<file path="src/rtl/unidade_controle_multiciclo_pkg.sv">
// Shared definitions for the multicycle MIPS-style control unit: state
// encoding, opcode constants and the datapath mux/ALU selection codes.
package unidade_controle_multiciclo_pkg;

   // IDLE is pinned to 0 so the debug state output reads zero in reset.
   typedef enum logic [3:0] {
      IDLE   = 4'd0,
      FETCH  = 4'd1,
      DECODE = 4'd2,
      MEMADR = 4'd3,
      MEMRD  = 4'd4,
      MEMWB  = 4'd5,
      MEMWR  = 4'd6,
      EXEC   = 4'd7,
      RWB    = 4'd8,
      BRANCH = 4'd9,
      JUMP   = 4'd10,
      ADDIEX = 4'd11,
      ADDIWB = 4'd12
   } stateT;

   // Opcodes understood by the decoder.
   localparam logic [5:0] OP_LW   = 6'b100011;
   localparam logic [5:0] OP_SW   = 6'b101011;
   localparam logic [5:0] OP_R    = 6'b000000;
   localparam logic [5:0] OP_BEQ  = 6'b000100;
   localparam logic [5:0] OP_BNE  = 6'b000101;
   localparam logic [5:0] OP_J    = 6'b000010;
   localparam logic [5:0] OP_ADDI = 6'b001000;

   // ALU operation codes.
   localparam logic [1:0] ALU_ADD   = 2'b00;
   localparam logic [1:0] ALU_SUB   = 2'b01;
   localparam logic [1:0] ALU_FUNCT = 2'b10;

   // ALU B operand select.
   localparam logic [1:0] SRCB_RT     = 2'b00;
   localparam logic [1:0] SRCB_FOUR   = 2'b01;
   localparam logic [1:0] SRCB_IMM    = 2'b10;
   localparam logic [1:0] SRCB_IMM_SH = 2'b11;

   // PC source select.
   localparam logic [1:0] PCSRC_ALU    = 2'b00;
   localparam logic [1:0] PCSRC_ALUOUT = 2'b01;
   localparam logic [1:0] PCSRC_JUMP   = 2'b10;

endpackage

</file>
<file path="src/rtl/unidade_controle_multiciclo.sv">
// Multicycle control unit: a Moore FSM that sequences fetch, decode and the
// per-instruction execute/memory/write-back steps, with memory wait states.
module unidade_controle_multiciclo
   import unidade_controle_multiciclo_pkg::*;
#(
   parameter int OPCODE_W = 6,
   parameter int ALUOP_W  = 2,
   parameter bit EN_ADDI  = 1'b1,
   parameter bit EN_BNE   = 1'b1
) (
   input  logic                clk,
   input  logic                rst_n,
   input  logic [OPCODE_W-1:0] opcode,
   input  logic                mem_ready,
   output logic                pc_write,
   output logic                pc_write_cond,
   output logic                branch_ne,
   output logic                iord,
   output logic                mem_read,
   output logic                mem_write,
   output logic                ir_write,
   output logic                mem_to_reg,
   output logic                reg_dst,
   output logic                reg_write,
   output logic                alu_src_a,
   output logic [1:0]          alu_src_b,
   output logic [ALUOP_W-1:0]  alu_op,
   output logic [1:0]          pc_source,
   output logic                illegal_op,
   output logic [3:0]          state_o
);

   stateT       state;
   stateT       nextState;
   logic        bneSel;
   logic [1:0]  aluOpSel;
   logic        isLw, isSw, isR, isBeq, isBne, isJ, isAddi;

   assign isLw   = (opcode == OPCODE_W'(OP_LW));
   assign isSw   = (opcode == OPCODE_W'(OP_SW));
   assign isR    = (opcode == OPCODE_W'(OP_R));
   assign isBeq  = (opcode == OPCODE_W'(OP_BEQ));
   assign isBne  = (opcode == OPCODE_W'(OP_BNE));
   assign isJ    = (opcode == OPCODE_W'(OP_J));
   assign isAddi = (opcode == OPCODE_W'(OP_ADDI));

   assign alu_op  = ALUOP_W'(aluOpSel);
   assign state_o = state;

   // State register; also remembers at DECODE whether the branch is a BNE,
   // so later opcode changes cannot alter branch_ne.
   always_ff @(posedge clk or negedge rst_n) begin
      if (!rst_n) begin
         state  <= IDLE;
         bneSel <= 1'b0;
      end else begin
         // NOTE: non-blocking assignments keep every register update in step
         // with the same clock edge, regardless of statement order.
         state <= nextState;
         if (state == DECODE) begin
            bneSel <= EN_BNE && isBne;
         end
      end
   end

   // Next-state and Moore output decode.
   always_comb begin
      // NOTE: every signal gets a default before the case so no path leaves
      // it unassigned, which would otherwise infer a latch.
      nextState     = state;
      pc_write      = 1'b0;
      pc_write_cond = 1'b0;
      branch_ne     = 1'b0;
      iord          = 1'b0;
      mem_read      = 1'b0;
      mem_write     = 1'b0;
      ir_write      = 1'b0;
      mem_to_reg    = 1'b0;
      reg_dst       = 1'b0;
      reg_write     = 1'b0;
      alu_src_a     = 1'b0;
      alu_src_b     = SRCB_RT;
      aluOpSel      = ALU_ADD;
      pc_source     = PCSRC_ALU;
      illegal_op    = 1'b0;

      case (state)
         IDLE: nextState = FETCH;
         FETCH: begin
            mem_read  = 1'b1;
            alu_src_b = SRCB_FOUR;
            if (mem_ready) begin
               ir_write  = 1'b1;
               pc_write  = 1'b1;
               nextState = DECODE;
            end
         end
         DECODE: begin
            alu_src_b = SRCB_IMM_SH;
            if (isLw || isSw)                  nextState = MEMADR;
            else if (isR)                      nextState = EXEC;
            else if (isBeq || (EN_BNE && isBne)) nextState = BRANCH;
            else if (isJ)                      nextState = JUMP;
            else if (EN_ADDI && isAddi)        nextState = ADDIEX;
            else begin
               nextState  = FETCH;
               illegal_op = 1'b1;
            end
         end
         MEMADR: begin
            alu_src_a = 1'b1;
            alu_src_b = SRCB_IMM;
            nextState = isSw ? MEMWR : MEMRD;
         end
         MEMRD: begin
            mem_read = 1'b1;
            iord     = 1'b1;
            if (mem_ready) nextState = MEMWB;
         end
         MEMWB: begin
            reg_write  = 1'b1;
            mem_to_reg = 1'b1;
            nextState  = FETCH;
         end
         MEMWR: begin
            mem_write = 1'b1;
            iord      = 1'b1;
            if (mem_ready) nextState = FETCH;
         end
         EXEC: begin
            alu_src_a = 1'b1;
            aluOpSel  = ALU_FUNCT;
            nextState = RWB;
         end
         RWB: begin
            reg_write = 1'b1;
            reg_dst   = 1'b1;
            nextState = FETCH;
         end
         BRANCH: begin
            alu_src_a     = 1'b1;
            aluOpSel      = ALU_SUB;
            pc_write_cond = 1'b1;
            pc_source     = PCSRC_ALUOUT;
            branch_ne     = bneSel;
            nextState     = FETCH;
         end
         JUMP: begin
            pc_write  = 1'b1;
            pc_source = PCSRC_JUMP;
            nextState = FETCH;
         end
         ADDIEX: begin
            alu_src_a = 1'b1;
            alu_src_b = SRCB_IMM;
            nextState = ADDIWB;
         end
         ADDIWB: begin
            reg_write = 1'b1;
            nextState = FETCH;
         end
         default: nextState = IDLE;
      endcase
   end

endmodule

</file>
<file path="config.mk">
export PLATFORM = sky130hd
export DESIGN_NAME = unidade_controle_multiciclo
export DESIGN_NICKNAME = d
export VERILOG_FILES = /design/src/rtl/unidade_controle_multiciclo_pkg.sv /design/src/rtl/unidade_controle_multiciclo.sv
export SDC_FILE = /design/constraint.sdc
export NUM_CORES = 1
export LEC_CHECK = 0
export ABC_AREA = 1
export CAP_MARGIN = 25
export CORE_MARGIN = 10
export CORE_UTILIZATION = 36
export DETAILED_ROUTE_END_ITERATION = 16
export GPL_TIMING_DRIVEN = 0
export PLACE_DENSITY = 0.87
export SYNTH_ARGS = -nofsm -noshare
export SYNTH_HDL_FRONTEND = slang
export SYNTH_SLANG_ARGS = --single-unit
</file>
<file path="constraint.sdc">
create_clock -name clk -period 1.6 [get_ports clk]
set_clock_uncertainty 0.15 [all_clocks]
set_input_delay 0.4 -clock clk [delete_from_list [all_inputs] [get_ports clk]]
set_output_delay 0.4 -clock clk [all_outputs]
set_load 0.005 [all_outputs]
</file>
; After elaboration in Yosys (flattened, before gate mapping)
; Index checks and enable logic that the tools add are counted.
[totals]
ff_bits = 5
latch_bits = 0
ramBits = 0
mem_bits_ro = 0
input_bits = 9
out_inout_bits = 22
word_cells = 65
mem_count = 0
[op_classes]
add_sub_neg = 0
n_mul = 0
div = 0
magnitude_cmp = 0
n_eq_ne = 21
shifts = 0
mux = 31
bitwise_logic = 0
reduce_logical = 11
[op_table]
columns = cell, n
row1 = two-way mux 4 bit, 8
row2 = one-hot mux 4 bit (8 select lines), 1
row3 = == test 4 bit (second input constant), 5
row4 = two-way mux 1 bit, 17
row5 = == test 4 x 3 -> 1 bit (second input constant), 4
row6 = == test 6 x 3 -> 1 bit (second input constant), 2
row7 = == test 6 bit (second input constant), 2
row8 = == test 4 x 2 -> 1 bit (second input constant), 2
row9 = one-hot mux 2 bit (2 select lines), 2
row10 = == test 6 x 2 -> 1 bit (second input constant), 1
row11 = == test 6 x 4 -> 1 bit (second input constant), 1
row12 = logical NOT 6 bit, 1
row13 = != test 2 bit (second input constant), 3
row14 = one-hot mux 2 bit (3 select lines), 1
row15 = OR reduction 2 bit, 3
row16 = OR reduction 6 bit, 1
row17 = == test 4 x 1 -> 1 bit (second input constant), 1
row18 = logical NOT 4 bit, 1
row19 = OR reduction 4 bit, 1
row20 = AND reduction 3 bit, 1
row21 = OR reduction 3 bit, 1
row22 = logical OR 1 bit, 2
row23 = two-way mux 2 bit, 1
row24 = one-hot mux 1 bit (2 select lines), 1

; Logic depth before layout (Yosys ltp)
; Gate-level depths: netlist of the first run.
[logic_depth]
ltp_word = 7
depth_mapped = 8
depth_no_buf = 8

; Worst setup path before layout of the first run
; Ideal clock, no wire load.
[synth_timing]
path_kind = register to output
from = reg state[2], in the netlist state_o[2]
to = out illegal_op
arrival_time_ns = 1.004
required_time_ns = 1.050
path_slack_ns = 0.046
stages_incl_launch_ff = 4
path_buffers = 0
path_cell_list = dfrtp_1 -> nor2_1 -> nand3_2 -> nor4_1
[synth_between]
elab_chain_cells = 2
[synth_rtl]
columns = element, line
row1 = "start, declared", unidade_controle_multiciclo.sv:33  ; stateT state;
row2 = "start signal, assigned", unidade_controle_multiciclo.sv:59  ; state <= nextState;
row3 = == test 4 x 2 -> 1 bit, unidade_controle_multiciclo.sv:87  ; case (state)
row4 = two-way mux 1 bit, unidade_controle_multiciclo.sv:87
row5 = "end, declared", unidade_controle_multiciclo.sv:29  ; output logic illegal_op,
; Every way passes these cells.

; Worst setup path after layout of the first run
[layout_timing]
from = reg state[0], in the netlist state_o[0]
to = out alu_src_a
[layout_between]
elab_chain_cells = 3
word_cells_on_any_way = 6
classes_between = eq/ne: 4 / mux: 1 / reduce/logical: 1
[layout_rtl]
columns = element, line
row1 = == test 4 bit (tied with other cells), unidade_controle_multiciclo.sv:87
row2 = OR reduction 4 bit (no source line) *, n/a
row3 = two-way mux 1 bit *, unidade_controle_multiciclo.sv:87
row4 = "end, declared", unidade_controle_multiciclo.sv:25  ; output logic alu_src_a,
; Mark *: on every way between the ends. The rest lies on a longest branch, timed or not.

==> flow_metrics.tcl, run 1 <==
set metrics [dict create \
    grt.overflow.total 0 \
    p_clk_share_pct 8.0 \
    power_frac_comb_pct 81.3 \
    drv_slew 0 \
    via_per_inst 6.20 \
    drt_iter0_markers 87 \
    ff_latch_area_um2 128 \
    htree_levels 1 \
    area_delta_synth_final_pct 143 \
    grt_setup_unrepaired "true" \
    start_kind "flop" \
    filler_cell_count 43 \
    worstMarginPinSlew_ns 0.291 \
    cts_buffer_depth 2 \
    swShare_pct 48.4 \
    p_switching_mw 1.03 \
    placed_cell_area_um2 831 \
    num_io_pins 31 \
    fmax_mhz 478 \
    grt_pass1_vias 915 \
    cts_tree "built" \
    antenna_found_initial 0 \
    drive_gt1_share_pct 61.0 \
    design_area_um2 1240 \
    cts_hold_buf 0 \
    ys_types 22 \
    chipHeight_um 57.7 \
    postLayoutSetupSlackWorst_ns -0.492 \
    maxSlewHeadroom_pct 80.4 \
    ant_nets 0 \
    r2r_cells 7 \
    clk_latency_ns 0.28 \
    powerDensity_nw_per_um2 1720 \
    rows 13 \
    grt_usage_pct 16.4 \
    coreArea_um2 1320 \
    instances_no_fill 174 \
    first_pass_iters 5 \
    yosysWarnings 0 \
    fin_nets 169 \
    cp_cell_sequence "inv_2 > nor2_2 > inv_2 > buf_12 > nor2_4 > buf_6 > nor2_2 > nand2_1 > buf_2" \
    port_buffers 30 \
    die_w_um 57.7 \
    intPower_mw 1.10 \
    cpMaxStageDelayCell "dfrtp_1" \
    critPathMaxFanout 5 \
    worst_setup_path_end_kind "output port" \
    route.detailed.drc 0 \
    grt_max_degree 8 \
    gp_routability_congestion 0.915 \
    die_area_um2 3330 \
    hold_viol_final 0 \
    max_stage_delay_ns 0.40 \
    timing.rr.start "state_o[2]" \
    r2r_slack_ns -0.05 \
    grt_pass1_wl_mm 4.36 \
    dp_cells 134 \
    violations "setup timing" \
    post-route-period-util_pct 131 \
    p_leak_nw 0.684 \
    min_path_type "in2async" \
    ys_seq_elements 5 \
    worst-path-buf-inv 5 \
    vdd_ir_drop_max_uv 1430 \
    post_drt_wl_per_cell_um 23.0 \
    n_antenna_cell 0 \
    numCtsBuffers 3 \
    netlist_area_um2 512 \
    syn_inst 89 \
    path_clk_slew_ns 0.06 \
    drv.max_cap_violation_count 0 \
    p_seq_share_pct 10.7 \
    num_vias 1079 \
    crit_family "buffers and inverters" \
    critPathRequiredTime_ns 1.05 \
    yosysSeqAreaShare_pct 24.4 \
    synth.avg_cell_area_um2 5.75 \
    outcome "finished with violations" \
    cts-root-buf "clkbuf_4" \
    cp.arrival_ns 1.54 \
    fin_setup_tns_ns -6.81 \
    path_class "reg2out" \
    hpwl_mm 1.43 \
    numClockSinks 5 \
    setup_violations 23 \
    post-route-min-period_ns 2.09 \
    synth_fp_nets 98 \
    initial_utilization_pct 38.8 \
    wl_mm 4.00 \
    multi_input_area_um2 447 \
    worstReg2RegEnd "bneSel" \
]
-- timing repair --
action	in CTS	in global routing
setup buffers	25	13
endpoints found under the hold margin	0	0
endpoints found under the setup margin	22	25
resized for setup	112	36
pin swaps	10	15
-- cell usage in the layout, fill, tap and decap left out, drive strengths merged --
cell / Yosys / layout
dfrtp: 5 / 5
a21oi: 1 / 1
nor4: 1 / 1
nor3: 1 / 1
inv: 15 / 15
o21ai: 6 / 6
nand2: 26 / 26
clkdlybuf4s50: 0 / 2
dlygate4sd2: 0 / 7
nor2: 21 / 21
o22ai: 2 / 2
a31oi: 1 / 1
nand4: 1 / 1
o211ai: 1 / 1
buf: 1 / 56
clkbuf: 0 / 6
nand3: 6 / 6
nor3b: 1 / 1
-- worst max path at each step --
| stage | endpoint | slack, ns | startpoint | cells after the start |
|---|---|---|---|---|
| after floorplan | illegal_op | 0.05 | state_o[2] | 3 |
| after global placement | illegal_op | -0.91 | opcode[4] | 6 |
| after detailed placement | illegal_op | -0.92 | opcode[4] | 6 |
| after CTS | pc_write | -0.36 | state_o[0] | 8 |
| after global routing | ir_write | -0.54 | state_o[0] | 8 |
| final | alu_src_a | -0.49 | state_o[0] | 9 |
-- through the flow --
| stage | hold slack [ns] | total power, mW | setup slack (ns) | util (%) |
|---|---|---|---|---|
| final | 0.196 | 2.14 | -0.492 | 94.4 |
| after global routing | 0.201 | 2.21 | -0.543 | 94.4 |
| after CTS | 0.215 | 1.51 | -0.363 | 80.3 |
| after detailed placement | 0.335 | 1.08 | -0.921 | 63.1 |
| after global placement | 0.336 | 1.06 | -0.914 | 63.1 |
| after floorplan | -0.0456 | 0.659 | 0.0464 | - |
-- cell families (layout without fill, tap and decap cells) --
| kind of cell | after synthesis | count (layout) | synth area share, % |
|---|---|---|---|
| simple gates | 57 | 57 | 49.6 |
| buf+inv | 16 | 86 | 12.5 |
| flops | 5 | 5 | 24.4 |
| compound gates | 11 | 11 | 13.4 |
-- final cells by class --
type | count | share of cell area (%)
Buffer | 1 | 0.905
Clock buffer | 4 | 2.11
Inverter | 15 | 4.73
Multi-Input combinational cell | 68 | 35.9
Sequential cell | 5 | 10.3
Tap cell | 15 | 1.51
Timing Repair Buffer | 66 | 44.6
-- Yosys cell counts --
cell      instances  share of area [%]
nand2_1          23                 17
nand2_2           3                3.7
nor3_1            1               0.98
nor4_1            1                1.2
nor3b_1           1                1.5
nor2_2            1                1.2
o22ai_1           2                2.4
o21ai_0           3                2.9
nand4_1           1                1.2
inv_2             4                2.9
o211ai_1          1                1.5
buf_4             1                1.5
a21oi_1           1               0.98
o21ai_2           2                3.4
nand3_2           1                2.0
a31oi_1           1                1.2
nor2_1           19                 14
nand3_1           5                4.9
inv_1            11                8.1
dfrtp_1           5                 24
o21ai_1           1               0.98
nor2_4            1                2.2
-- power groups by stage --
stage | Clock (mW) | Combinational (mW) | Sequential, mW
after floorplan | 0 | 0.435 | 0.224
after global placement | 0 | 0.833 | 0.231
after detailed placement | 0 | 0.846 | 0.233
after CTS | 0.153 | 1.14 | 0.219
after global routing | 0.183 | 1.80 | 0.228
final | 0.171 | 1.74 | 0.228
-- metal layers --
metal,part of all wire [%],track usage (%)
met5,0,0
met3,14,5.45
met1,36,15.9
met2,45,31.3
met4,5.1,5.70
-- registers in the layout, summed over array words and instances (netlist names) --
register,flops
bneSel,1
state_o,4
No activity file was read; power rests on OpenSTA's default activity.
==> inputs of run 2 (changes only) <==
Settings changed: SLEW_MARGIN set to 10.
==> results of run 2 <==
The final DEF is identical to that of run 1; final timing and power are the same.
